### src/rtl/spi_master_gen.sv
// Parametrised SPI master: valid/ready words in, SPI frames out on one of NUM_CS selects.
// Programmable SCLK divider, CPOL/CPHA and bit order; chip select is held across burst words.
module spi_master_gen #(
   parameter int DATA_W = 8,
   parameter int NUM_CS = 4,
   parameter int DIV_W  = 8,
   parameter int CS_W   = (NUM_CS > 1) ? $clog2(NUM_CS) : 1
) (
   input  logic              clk,
   input  logic              rst,
   input  logic [DIV_W-1:0]  cfg_div_i,
   input  logic              cfg_cpol_i,
   input  logic              cfg_cpha_i,
   input  logic              cfg_lsb_first_i,
   input  logic [CS_W-1:0]   cs_sel_i,
   input  logic [DATA_W-1:0] tx_data_i,
   input  logic              tx_last_i,
   input  logic              tx_valid_i,
   output logic              tx_ready_o,
   output logic [DATA_W-1:0] rx_data_o,
   output logic              rx_valid_o,
   output logic              busy_o,
   output logic              sclk_o,
   output logic              mosi_o,
   input  logic              miso_i,
   output logic [NUM_CS-1:0] cs_n_o
);

   localparam int EDGES = 2 * DATA_W;
   localparam int EW    = $clog2(EDGES + 1);

   typedef enum logic [2:0] {
      S_IDLE, S_SETUP, S_XFER, S_HOLD, S_GAP, S_WAIT
   } state_t;

   state_t              state_q;
   logic [DIV_W-1:0]    div_q;
   logic [DIV_W-1:0]    cnt_q;
   logic                cpha_q;
   logic                lsb_q;
   logic                last_q;
   logic [DATA_W-1:0]   tx_sh_q;
   logic [DATA_W-1:0]   rx_sh_q;
   logic [DATA_W-1:0]   rx_data_q;
   logic [EW-1:0]       edge_q;
   logic                sclk_q;
   logic                mosi_q;
   logic                rx_valid_q;
   logic [NUM_CS-1:0]   cs_n_q;

   logic                accept;
   logic                first_acc;
   logic                cpha_eff;
   logic                lsb_eff;
   logic [DIV_W-1:0]    div_eff;
   logic                first_bit_d;
   logic [DATA_W-1:0]   load_sh_d;
   logic                next_bit_d;
   logic [DATA_W-1:0]   tx_shift_d;
   logic [DATA_W-1:0]   rx_shift_d;
   logic                odd_edge;
   logic                last_edge;
   logic                cap_edge;
   logic                tick;
   logic [NUM_CS-1:0]   sel_dec;

   // One-hot select; an out-of-range index selects nothing.
   for (genvar gi = 0; gi < NUM_CS; gi++) begin : g_sel
      assign sel_dec[gi] = (32'(cs_sel_i) == gi);
   end

   assign tx_ready_o = !rst && ((state_q == S_IDLE) || (state_q == S_WAIT));
   assign busy_o     = (state_q != S_IDLE);
   assign rx_data_o  = rx_data_q;
   assign rx_valid_o = rx_valid_q;
   assign sclk_o     = sclk_q;
   assign mosi_o     = mosi_q;
   assign cs_n_o     = cs_n_q;

   always_comb begin
      accept      = tx_valid_i && tx_ready_o;
      // The first word of a frame takes its settings straight from the cfg inputs.
      first_acc   = (state_q == S_IDLE);
      cpha_eff    = first_acc ? cfg_cpha_i      : cpha_q;
      lsb_eff     = first_acc ? cfg_lsb_first_i : lsb_q;
      div_eff     = first_acc ? cfg_div_i       : div_q;
      first_bit_d = lsb_eff ? tx_data_i[0] : tx_data_i[DATA_W-1];
      if (cpha_eff) begin
         load_sh_d = tx_data_i;
      end else begin
         load_sh_d = lsb_eff ? (tx_data_i >> 1) : (tx_data_i << 1);
      end
      next_bit_d  = lsb_q ? tx_sh_q[0] : tx_sh_q[DATA_W-1];
      tx_shift_d  = lsb_q ? (tx_sh_q >> 1) : (tx_sh_q << 1);
      rx_shift_d  = lsb_q ? {miso_i, rx_sh_q[DATA_W-1:1]} : {rx_sh_q[DATA_W-2:0], miso_i};
      odd_edge    = ~edge_q[0];
      last_edge   = (edge_q == EW'(EDGES - 1));
      cap_edge    = odd_edge ^ cpha_q;
      tick        = (cnt_q == '0);
   end

   always_ff @(posedge clk or posedge rst) begin
      if (rst) begin
         state_q    <= S_IDLE;
         div_q      <= '0;
         cnt_q      <= '0;
         cpha_q     <= 1'b0;
         lsb_q      <= 1'b0;
         last_q     <= 1'b0;
         tx_sh_q    <= '0;
         rx_sh_q    <= '0;
         rx_data_q  <= '0;
         edge_q     <= '0;
         sclk_q     <= 1'b0;
         mosi_q     <= 1'b0;
         rx_valid_q <= 1'b0;
         cs_n_q     <= '1;
      end else begin
         rx_valid_q <= 1'b0;
         case (state_q)
            S_IDLE: begin
               sclk_q <= cfg_cpol_i;
               mosi_q <= 1'b0;
               cs_n_q <= '1;
               if (accept) begin
                  div_q  <= cfg_div_i;
                  cpha_q <= cfg_cpha_i;
                  lsb_q  <= cfg_lsb_first_i;
                  cs_n_q <= ~sel_dec;
               end
            end
            S_SETUP: begin
               if (tick) begin
                  state_q <= S_XFER;
                  cnt_q   <= div_q;
               end else begin
                  cnt_q <= cnt_q - DIV_W'(1);
               end
            end
            S_XFER: begin
               if (tick) begin
                  cnt_q  <= div_q;
                  sclk_q <= ~sclk_q;
                  edge_q <= edge_q + EW'(1);
                  if (cap_edge) begin
                     rx_sh_q <= rx_shift_d;
                  end else if (!last_edge) begin
                     mosi_q  <= next_bit_d;
                     tx_sh_q <= tx_shift_d;
                  end
                  if (last_edge) begin
                     rx_valid_q <= 1'b1;
                     rx_data_q  <= cap_edge ? rx_shift_d : rx_sh_q;
                     state_q    <= last_q ? S_HOLD : S_WAIT;
                  end
               end else begin
                  cnt_q <= cnt_q - DIV_W'(1);
               end
            end
            S_HOLD: begin
               if (tick) begin
                  state_q <= S_GAP;
                  cs_n_q  <= '1;
                  cnt_q   <= div_q;
               end else begin
                  cnt_q <= cnt_q - DIV_W'(1);
               end
            end
            S_GAP: begin
               if (tick) begin
                  state_q <= S_IDLE;
               end else begin
                  cnt_q <= cnt_q - DIV_W'(1);
               end
            end
            S_WAIT: begin
               // sclk already rests at cpol after the final edge; nothing toggles here.
            end
            default: state_q <= S_IDLE;
         endcase

         if (accept) begin
            state_q <= S_SETUP;
            cnt_q   <= div_eff;
            edge_q  <= '0;
            last_q  <= tx_last_i;
            tx_sh_q <= load_sh_d;
            if (!cpha_eff) begin
               mosi_q <= first_bit_d;
            end
         end
      end
   end

endmodule

### config.mk
export PLATFORM = sky130hd
export DESIGN_NAME = spi_master_gen
export DESIGN_NICKNAME = d
export VERILOG_FILES = /design/src/rtl/spi_master_gen.sv
export SDC_FILE = /design/constraint.sdc
export NUM_CORES = 1
export LEC_CHECK = 0
export BUFFER_PORTS_ARGS = -buffer_cell sky130_fd_sc_hd__buf_2
export CAP_MARGIN = 5
export CORE_ASPECT_RATIO = 0.6
export CORE_UTILIZATION = 54
export CTS_BUF_LIST = sky130_fd_sc_hd__clkbuf_8
export CTS_CLUSTER_DIAMETER = 50
export DETAILED_ROUTE_END_ITERATION = 8
export PLACE_DENSITY = 0.76
export SYNTH_ARGS = -nofsm -noshare
export SYNTH_HDL_FRONTEND = slang
export SYNTH_SLANG_ARGS = --single-unit
export TNS_END_PERCENT = 50
### constraint.sdc
create_clock -name clk -period 1.9 [get_ports clk]
set_input_delay 0.19 -clock clk [delete_from_list [all_inputs] [get_ports clk]]
set_output_delay 0.19 -clock clk [all_outputs]
set_load 0.01 [all_outputs]
# Yosys cells after proc, flatten, opt, wreduce, memory -nomap -nowiden
# Cells that the tools add are included.
[totals] out_inout_bits=17 in_bits=26 wordCells=108 reg_bits=58
[classes] eq_ne=20 bitwise_logic=4 add_sub_neg=2 mux=44 reduce_logical=24
[op_table] op="2-to-1 mux 8 bit" n=14
[op_table] op="2-to-1 mux 3 bit" n=7
[op_table] op="inequality test 3 bit (second input constant)" n=6
[op_table] op="case mux 8 bit (2 select lines)" n=1
[op_table] op="2-to-1 mux 5 bit" n=3
[op_table] op="case mux 3 bit (5 select lines)" n=1
[op_table] op="2-to-1 mux 1 bit" n=13
[op_table] op="AND reduction 2 bit" n=6
[op_table] op="logical NOT 8 bit" n=1
[op_table] op="2-to-1 mux 4 bit" n=2
[op_table] op="inequality test 2 bit (second input constant)" n=4
[op_table] op="case mux 4 bit (2 select lines)" n=1
[op_table] op="nonzero test 2 bit" n=4
[op_table] op="subtractor 8 x 1 -> 8 bit (second input constant)" n=1
[op_table] op="== test 3 x 2 -> 1 bit (second input constant)" n=2
[op_table] op="== test 3 bit (second input constant)" n=2
[op_table] op="AND reduction 6 bit" n=1
[op_table] op="nonzero test 3 bit" n=2
[op_table] op="adder 5 x 1 -> 5 bit (second input constant)" n=1
[op_table] op="== test 5 x 4 -> 1 bit (second input constant)" n=1
[op_table] op="== test 2 bit (second input constant)" n=2
[op_table] op="inverter 4 bit" n=1
[op_table] op="case mux 1 bit (2 select lines)" n=2
[op_table] op="AND reduction 4 bit" n=1
[op_table] op="other kinds (13)" n=15

# Longest topological paths before layout
# Gate-level depths: netlist of run 1.
[depth] word_depth=7 depth_mapped=8 mapped_depth_nobuf=7

# Worst setup path before layout of run 1
# No wires, ideal clock.
[synth_timing] path_type="reg-to-reg" start="register state_q[0]" end="register tx_sh_q[7]" stages_incl_launch_ff=7 required_ps=1834 synth_period_minus_slack_ps=1988 n_path_buf=1 arrival_ps=1922 setup_slack_ps=-88 setup_time_ps=66 cell_sequence="dfrtp_1 buf_6 nor3_4 mux2i_2 or3b_1 a21oi_1 a221o_1"
[synth_via] elab_chain_cells=6 elab_cells_between_ends=16 classes_between="eq/ne: 4; mux: 5; reduce/logical: 7"
[synth_rtl] element="start: declaration" line_no="36" source="state_t state_q;"
[synth_rtl] element="start signal: assignment" line_no="154" source="state_q <= last_q ? S_HOLD : S_WAIT;"
[synth_rtl] element="== test 3 bit / logical NOT 3 bit (equally long branches)" line_no="72, 83"
[synth_rtl] element="logical OR 1 bit" line_no="72" source="assign tx_ready_o = !rst && ((state_q == S_IDLE) || (state_q == S_WAIT));"
[synth_rtl] element="logical AND 1 bit" line_no="72"
[synth_rtl] element="logical AND 1 bit" line_no="81" source="accept = tx_valid_i && tx_ready_o;"
[synth_rtl] element="inequality test 2 bit (no line) / nonzero test 2 bit (equally long branches)"
[synth_rtl] element="AND reduction 4 bit (no line)"
[synth_rtl] element="end signal: assignment" line_no="149" source="tx_sh_q <= tx_shift_d;"
[synth_rtl] element="end signal: assignment" line_no="187" source="tx_sh_q <= load_sh_d;"
[synth_rtl] element="end: declaration" line_no="42" source="logic [DATA_W-1:0] tx_sh_q;"
# Several ways; a longest one is shown, not always the timed one.
# A chain may end at the register's enable or synchronous reset.

# Worst setup path in the final report of run 1
[layout_timing] start="register cnt_q[4]" end="register mosi_q, in the netlist mosi_o"
[layout_via] elab_chain_cells=5
[layout_rtl] element="start: declaration" line_no="38" source="logic [DIV_W-1:0] cnt_q;"
[layout_rtl] element="start signal: assignment" line_no="135" source="cnt_q <= div_q;"
[layout_rtl] element="start signal: assignment" line_no="137" source="cnt_q <= cnt_q - DIV_W'(1);"
[layout_rtl] element="start signal: assignment" line_no="142" source="cnt_q <= div_q;"
[layout_rtl] element="logical NOT 8 bit (*)" line_no="99" source="tick = (cnt_q == '0);"
[layout_rtl] element="2-to-1 mux 1 bit (*)" line_no="141" source="if (tick) begin"
[layout_rtl] element="case mux 1 bit (2 select lines) (*)" line_no="120" source="case (state_q)"
[layout_rtl] element="2-to-1 mux 1 bit" line_no="188" source="if (!cpha_eff) begin"
[layout_rtl] element="2-to-1 mux 1 bit (*)" line_no="182" source="if (accept) begin"
[layout_rtl] element="end signal: assignment" line_no="148" source="mosi_q <= next_bit_d;"
[layout_rtl] element="end signal: assignment" line_no="189" source="mosi_q <= first_bit_d;"
[layout_rtl] element="end: declaration" line_no="47" source="logic mosi_q;"
# Mark *: on every way between the ends. The rest lies on a longest branch, timed or not.

==> flow_summary.toml, run 1 <==
[outcome]
outcome = "finished with violations"
violations_in_the_final_reports = "negative setup slack"

[routing]
drc_errors = 0
drt-initial-drc-count = 286
drt.antenna.violating_nets = 0
drt_first_pass_iters = 5
totalWireLength_um = 10100
vias_per_cell = 6.06
detail_route.wl_per_cell_um = 18.4
detailroute.via_count = 3320

[yosys]
synth-async-reset-ratio = 1.00
combinational_family_with_the_most_area_after_synthesis = "simple AND/OR/NAND/NOR gates"
postSynthRegisterBits = 58
yosys-top-cells-area = "sky130_fd_sc_hd__dfrtp_1 40%, sky130_fd_sc_hd__mux2_2 5.6%, sky130_fd_sc_hd__mux2i_1 4.7%"
synthesis.nets = 398
synthesis.area_per_instance_um2 = 9.22
synthesis.instances = 368
top_reg_cell_synth = "sky130_fd_sc_hd__dfrtp_1"
synth_edf_count = 0
synth_simple_gate_area_share = 0.199
synth_warnings = 0
synth_compound_gate_area_share = 0.176
synthMuxAreaShare = 0.108
yosysTopAreaCellShare = 0.398
synth_fa_ha_area_frac = 0.0147
synth.largest_area_cell = "sky130_fd_sc_hd__dfrtp_1"
syn_area_mm2 = 0.00339
seq_area_frac_synth = 0.429
synth_cell_type_count = 53
yosys.area_share.xor_xnor = 0.0229

[die]
core_region_area_mm2 = 0.00581
floorplan.die.height_um = 63.4
dieArea_mm2 = 0.00662
initial_utilization = 0.585
die_width_um = 104
row_count = 21
io_pins = 43

[layout]
multi_input_area_mm2 = 0.00194
area_delta_synth_final_pct = 33.9
layout.core_utilization = 0.783
antenna_cells = 0
stdcell_count = 548
nFillCells = 372
finalInstanceArea_mm2 = 0.00455
sequential_cell_area_mm2 = 0.00146
layout-drive-gt1-share = 0.389
nNetsFinal = 493

[sta]
relSlewSlack = 0.696
finalClockSkew_ps = 9.83
rsz0062_at_grt = "yes"
report.final.slew_viol_count = 0
max_fclk_ghz = 0.516
worst_slew_pin_slew_ps = 452
layout_min_cycle_time_ps = 1940
hold_violations = 0
final_ws_setup_ps = -39.1
setup_viol = 1
fin_tns_setup_ps = -39.1
period_share = 1.02

[place]
numPortBuffers = 42
finalWeightedCongestion = 0.944
postPlaceCellArea_mm2 = 0.00401
dp_hpwl_um = 6480
place_inst = 516

[global_route]
grt_first_pass_wirelength_um = 15700
grt_overflow = 0
globalRouteTotalUtil = 0.312
first_global_vias = 3138
initial_antenna_violation_count = 0
grt_start_max_net_pins = 44

[worst_setup_path]
r2r_slack_ps = -40
timing.critical_path.arrival_ps = 2170
critical_path.reg2reg.endpoint = "mosi_o"
worstRegToRegCells = 6
critical_path_class = "reg -> reg"
worst_r2r_startpoint = "cnt_q[4]"
critical_path.startpoint_type = "register"
crit_path_end_kind = "register"
cp_cell_sequence = "buf_4 > nor4_4 > nand2_2 > or4_4 > a32oi_1 > mux2i_1"
cpMaxStageDelayCell = "sky130_fd_sc_hd__or4_4"
required_ps = 2130
critical_path.max_stage_delay_ps = 490
crit_path_max_fanout = 4

[worst_hold_path]
holdCritPathClass = "in -> reg"
hold-path-endpoint = "cs_n_o[1]"
timing.hold.worst_path_depth = 2
hold_startpoint = "cs_sel_i[0]"

[clock_tree]
cts.clk_slew.worst_paths_ps = 70
cts-htree-levels = 3
sinks_on_the_clock_net = 58
ctsRootBufferMaster = "sky130_fd_sc_hd__clkbuf_8"
clock_tree.buffer_depth = 2
clock_insertion_delay_worst_skew_ps = 350
tritoncts = "built"
number_of_buffers_created_by_cts = 9

[power_and_ir_drop]
combinationalPowerShare = 0.486
p_clk_frac = 0.204
switching_share = 0.385
sequentialPowerShare = 0.310
power_leakage_nw = 2.03
power.density_cell_area_mw_per_mm2 = 1390
vdd_drop_max_mv = 0.646
power.switching_mw = 2.44
internal-power_mw = 3.89

[flow_run]
cap_violations = 0
[how the worst max path moves through the flow]
stage / from / to / cells past startpoint
after global routing: cnt_q[4] / mosi_o / 6
after detailed placement: cnt_q[0] / cnt_q[0] / 6
after floorplan: edge_q[0] / mosi_o / 7
final: cnt_q[4] / mosi_o / 6
after global placement: cnt_q[0] / cnt_q[7] / 7
after CTS: state_q[1] / tx_sh_q[5] / 6
[layer usage]
layer,wire [um],vias up,GRT usage,share of wire
met5,0,-,0,0
li1,-,1508,-,-
met2,4600,193,0.467,0.46
met3,806,36,0.0890,0.080
met4,252,0,0.125,0.025
met1,4440,1583,0.426,0.44
[repair_timing]
action	in CTS	in global routing
pin swaps	17	17
setup endpoints to repair	30	41
resized for setup	24	16
buffers inserted	5	11
hold buffers	1	0
hold endpoints to repair	11	0
[power groups by stage]
stage	Sequential, mW	Combinational [mW]	Clock (mW)
6_report	1.96	3.07	1.29
5_1_grt	1.99	3.30	1.35
4_1_cts	1.93	2.74	1.30
3_5_place_dp	1.94	2.55	0
3_3_place_gp	1.91	2.43	0
2_1_floorplan	1.89	1.71	0
[synthesized netlist by cell type (all sizes together), types with 2 or more instances]
cell and count:
dfrtp 54, nand2 44, nor2 43, a21oi 24, o21ai 24, a31oi 22, mux2 17, mux2i 17
buf 13, inv 12, clkbuf 11, nand3 8, o211ai 8, nor3b 7, a22oi 6, nor3 6
o31ai 5, xnor2 5, dfstp 4, ha 4, nor2b 4, nand2b 3, o22ai 3, or3b 3
xor2 3, and2 2, and3 2, nor4 2, or4 2
[cells by family (layout without fill, tap and decap cells)]
kind of cell	after synthesis	in the layout
buffers and inverters	36	136
XOR/XNOR	8	8
adder cells (fa/ha/maj)	4	4
AO/OA/AOI/OAI	98	98
flip-flops	58	58
multiplexers	34	34
AND/OR/NAND/NOR	130	130
[flip-flops by register name, summed over array words and instances, names as in the netlist]
register	count
cnt_q	8
div_q	8
rx_data_o	8
rx_sh_q	8
tx_sh_q	8
edge_q	5
cs_n_o	4
state_q	3
cpha_q	1
last_q	1
lsb_q	1
mosi_o	1
rx_valid_o	1
sclk_o	1
[layout by cell type, fill, tap and decap left out, drive strengths merged, types with 10 or more instances in the layout]
master	Yosys	final
a21oi	24	24
a31oi	22	22
buf	13	107
clkbuf	11	10
dfrtp	54	54
inv	12	13
mux2	17	17
mux2i	17	17
nand2	44	44
nor2	43	43
o21ai	24	24
[layout make-up]
| cell class | instances | share of cell area |
|---|---|---|
| clock buffer | 10 | 0.0303 |
| timing repair buffer | 108 | 0.173 |
| inverter | 12 | 0.00991 |
| clock inverter | 6 | 0.0179 |
| tap | 80 | 0.0220 |
| sequential | 58 | 0.321 |
| multi-input combinational | 274 | 0.426 |
[worst max-delay path, delay by kind of cell, from the launching register on]
family | cells | cell delay [ps]
buffers and inverters | 1 | 160
AND/OR/NAND/NOR | 3 | 1000
multiplexers | 1 | 90
AO/OA/AOI/OAI | 1 | 200
flip-flops | 1 | 380
[stage by stage]
stage	hold WS (ps)	total power, mW	setup WS [ps]
after floorplan	252	3.60	-42.8
after global placement	222	4.34	-196
after detailed placement	237	4.49	-325
after CTS	21.2	5.97	-31.7
after global routing	33.8	6.64	-89.4
final	32.1	6.32	-39.1
Power figures use the tool's default switching activity.
==> run 2, diff against run 1 <==
--- a/config.mk
+++ b/config.mk
@@ -5,14 +5,15 @@
 export SDC_FILE = /design/constraint.sdc
 export NUM_CORES = 1
 export LEC_CHECK = 0
+export ABC_AREA = 1
 export BUFFER_PORTS_ARGS = -buffer_cell sky130_fd_sc_hd__buf_2
 export CAP_MARGIN = 5
 export CORE_ASPECT_RATIO = 0.6
-export CORE_UTILIZATION = 54
+export CORE_UTILIZATION = 55
 export CTS_BUF_LIST = sky130_fd_sc_hd__clkbuf_8
 export CTS_CLUSTER_DIAMETER = 50
 export DETAILED_ROUTE_END_ITERATION = 8
-export PLACE_DENSITY = 0.76
+export PLACE_DENSITY = 0.77
 export SYNTH_ARGS = -nofsm -noshare
 export SYNTH_HDL_FRONTEND = slang
 export SYNTH_SLANG_ARGS = --single-unit
==> flow_summary.toml, run 2 <==
[outcome]
outcome = "completed"

[routing]
drc_errors = 0
vias_per_cell = 5.32
detailroute.via_count = 3563
drt-initial-drc-count = 270
detail_route.wl_per_cell_um = 13.0
drt_first_pass_iters = 5
totalWireLength_um = 8710
drt.antenna.violating_nets = 0

[yosys]
synth_warnings = 0
synthMostInstantiatedCell = "sky130_fd_sc_hd__nand2_1"
syn_area_mm2 = 0.00357
synthesis.area_per_instance_um2 = 6.74
top_reg_cell_synth = "sky130_fd_sc_hd__dfrtp_1"
synth_cell_type_count = 29
postSynthRegisterBits = 58
seq_area_frac_synth = 0.407
synth-async-reset-ratio = 1.00
synthesis.instances = 530
synth.largest_area_cell = "sky130_fd_sc_hd__dfrtp_1"
synth_edf_count = 0
yosys-top-cells-area = "sky130_fd_sc_hd__dfrtp_1 38%, sky130_fd_sc_hd__nand2_1 23%, sky130_fd_sc_hd__o21ai_0 6.6%"
synthesis.nets = 560
yosysTopAreaCellShare = 0.378
synth_common_cells = "215 x sky130_fd_sc_hd__nand2_1, 58 x sky130_fd_sc_hd__inv_1, 54 x sky130_fd_sc_hd__dfrtp_1"

[layout]
nFillCells = 560
multi_input_area_mm2 = 0.00179
nNetsFinal = 611
layout.cells.most_common_list = "214 x sky130_fd_sc_hd__nand2_1, 57 x sky130_fd_sc_hd__inv_1, 53 x sky130_fd_sc_hd__dfrtp_1"
layout-drive-gt1-share = 0.167
antenna_cells = 0
layout.core_utilization = 0.672
finalInstanceArea_mm2 = 0.00416
layout_commonest_cell = "sky130_fd_sc_hd__nand2_1"
sequential_cell_area_mm2 = 0.00146
stdcell_count = 670
area_delta_synth_final_pct = 16.5

[sta]
report.final.slew_viol_count = 0
finalClockSkew_ps = 13.3
relSlewSlack = 0.498
rsz0062_at_grt = "yes"
layout_min_cycle_time_ps = 1770
worst_slew_pin_slew_ps = 753
period_share = 0.934
hold_violations = 0
fin_tns_setup_ps = 0
final_ws_setup_ps = 125
max_fclk_ghz = 0.563
setup_viol = 0
finalHoldWorstSlack_ps = 66.9

[worst_setup_path]
critical_path.startpoint_type = "register"
timing.critical_path.arrival_ps = 2000
crit_path_end_kind = "register"
crit_path_max_fanout = 9
critical_path_class = "reg -> reg"
required_ps = 2130
worstRegToRegCells = 10

[flow_run]
cap_violations = 0

[global_route]
grt_start_max_net_pins = 59
first_global_vias = 3111
grt_first_pass_wirelength_um = 14800
initial_antenna_violation_count = 0
grt_overflow = 0
globalRouteTotalUtil = 0.279

[place]
finalWeightedCongestion = 0.878
postPlaceCellArea_mm2 = 0.00393
numPortBuffers = 42
dp_hpwl_um = 6480
pre_cts_ws_ps = 82.3
place_inst = 654

[die]
dieArea_mm2 = 0.00684
core_region_area_mm2 = 0.00619
die_width_um = 106
floorplan.die.height_um = 64.4
io_pins = 43
initial_utilization = 0.577
row_count = 22

[worst_hold_path]
timing.hold.worst_path_depth = 3
holdCritPathClass = "in -> reg"

[clock_tree]
sinks_on_the_clock_net = 58
post_cts_buffers = 0
number_of_buffers_created_by_cts = 9
clock_tree.buffer_depth = 2
tritoncts = "built"
cts.clk_slew.worst_paths_ps = 70
clock_insertion_delay_worst_skew_ps = 340
cts-htree-levels = 3
ctsRootBufferMaster = "sky130_fd_sc_hd__clkbuf_8"

[power_and_ir_drop]
vdd_drop_max_mv = 0.435
finalPower_mw = 2.63
power.density_cell_area_mw_per_mm2 = 632
power_leakage_nw = 2.17
[run 2: changes by cell type in the layout (fill, tap and decap cells not counted), moves of 22 or more]
cell	delta
sky130_fd_sc_hd__a31oi_1	-22
sky130_fd_sc_hd__buf_4	-47
sky130_fd_sc_hd__inv_1	+48
sky130_fd_sc_hd__nand2_1	+174
sky130_fd_sc_hd__nand3_1	+38
sky130_fd_sc_hd__o21ai_0	+27
[run 2: routing by layer]
layer	vias up	GRT usage	routed length (um)
met5	-	0	0
met4	0	0.0625	51
met3	9	0.0724	677
met2	132	0.406	3490
met1	1641	0.417	4490
li1	1781	-	-
[run 2: logic make-up (layout without fill, tap and decap cells)]
logic type | Yosys count | in the layout | synth area share
compound gates | 76 | 76 | 0.114
xor+xnor | 1 | 1 | 0.00245
fa+ha+maj | 4 | 4 | 0.0140
buf+inv | 81 | 137 | 0.0942
flops | 58 | 58 | 0.407
simple gates | 310 | 310 | 0.368
[run 2: layout make-up]
cell class | instances | share of cell area
clock inverter | 5 | 0.0186
clock buffer | 11 | 0.0364
tap | 84 | 0.0252
inverter | 66 | 0.0610
sequential | 58 | 0.350
timing repair buffer | 55 | 0.0778
multi-input combinational | 391 | 0.431
[run 2: critical path, stage by stage (launching register included)]
cell and delay [ps]:
sky130_fd_sc_hd__dfrtp_1 420, sky130_fd_sc_hd__ha_1 230, sky130_fd_sc_hd__nand2_1 80, sky130_fd_sc_hd__nor2_1 50
sky130_fd_sc_hd__ha_1 210, sky130_fd_sc_hd__nor2_1 210, sky130_fd_sc_hd__nand2_1 130, sky130_fd_sc_hd__nand2_4 130
sky130_fd_sc_hd__inv_2 90, sky130_fd_sc_hd__nand2_1 60, sky130_fd_sc_hd__nand2_1 60
[run 2: final timing paths]
path	startpoint	endpoint	slack [ps]
max in group asynchronous	rst	state_q[2]	1210
hold reg to reg	rx_data_o[1]	rx_data_o[1]	500
setup reg to reg	edge_q[0]	tx_sh_q[0]	130
setup / recovery	edge_q[0]	tx_sh_q[0]	130
hold / removal	cfg_div_i[6]	div_q[6]	70
min in group asynchronous	rst	div_q[5]	160
[run 2: power by group]
part	internal [mW]	switching, mW	leakage (nW)
clock network	0.805	0.507	0.121
logic	0.0267	0.0545	1.38
registers	1.24	0.000603	0.673
total	2.07	0.562	2.17
[run 2: timing repair]
action,4_1_cts,5_1_grt
resized for setup,0,4
endpoints found under the setup margin,0,25
hold buffers,0,0
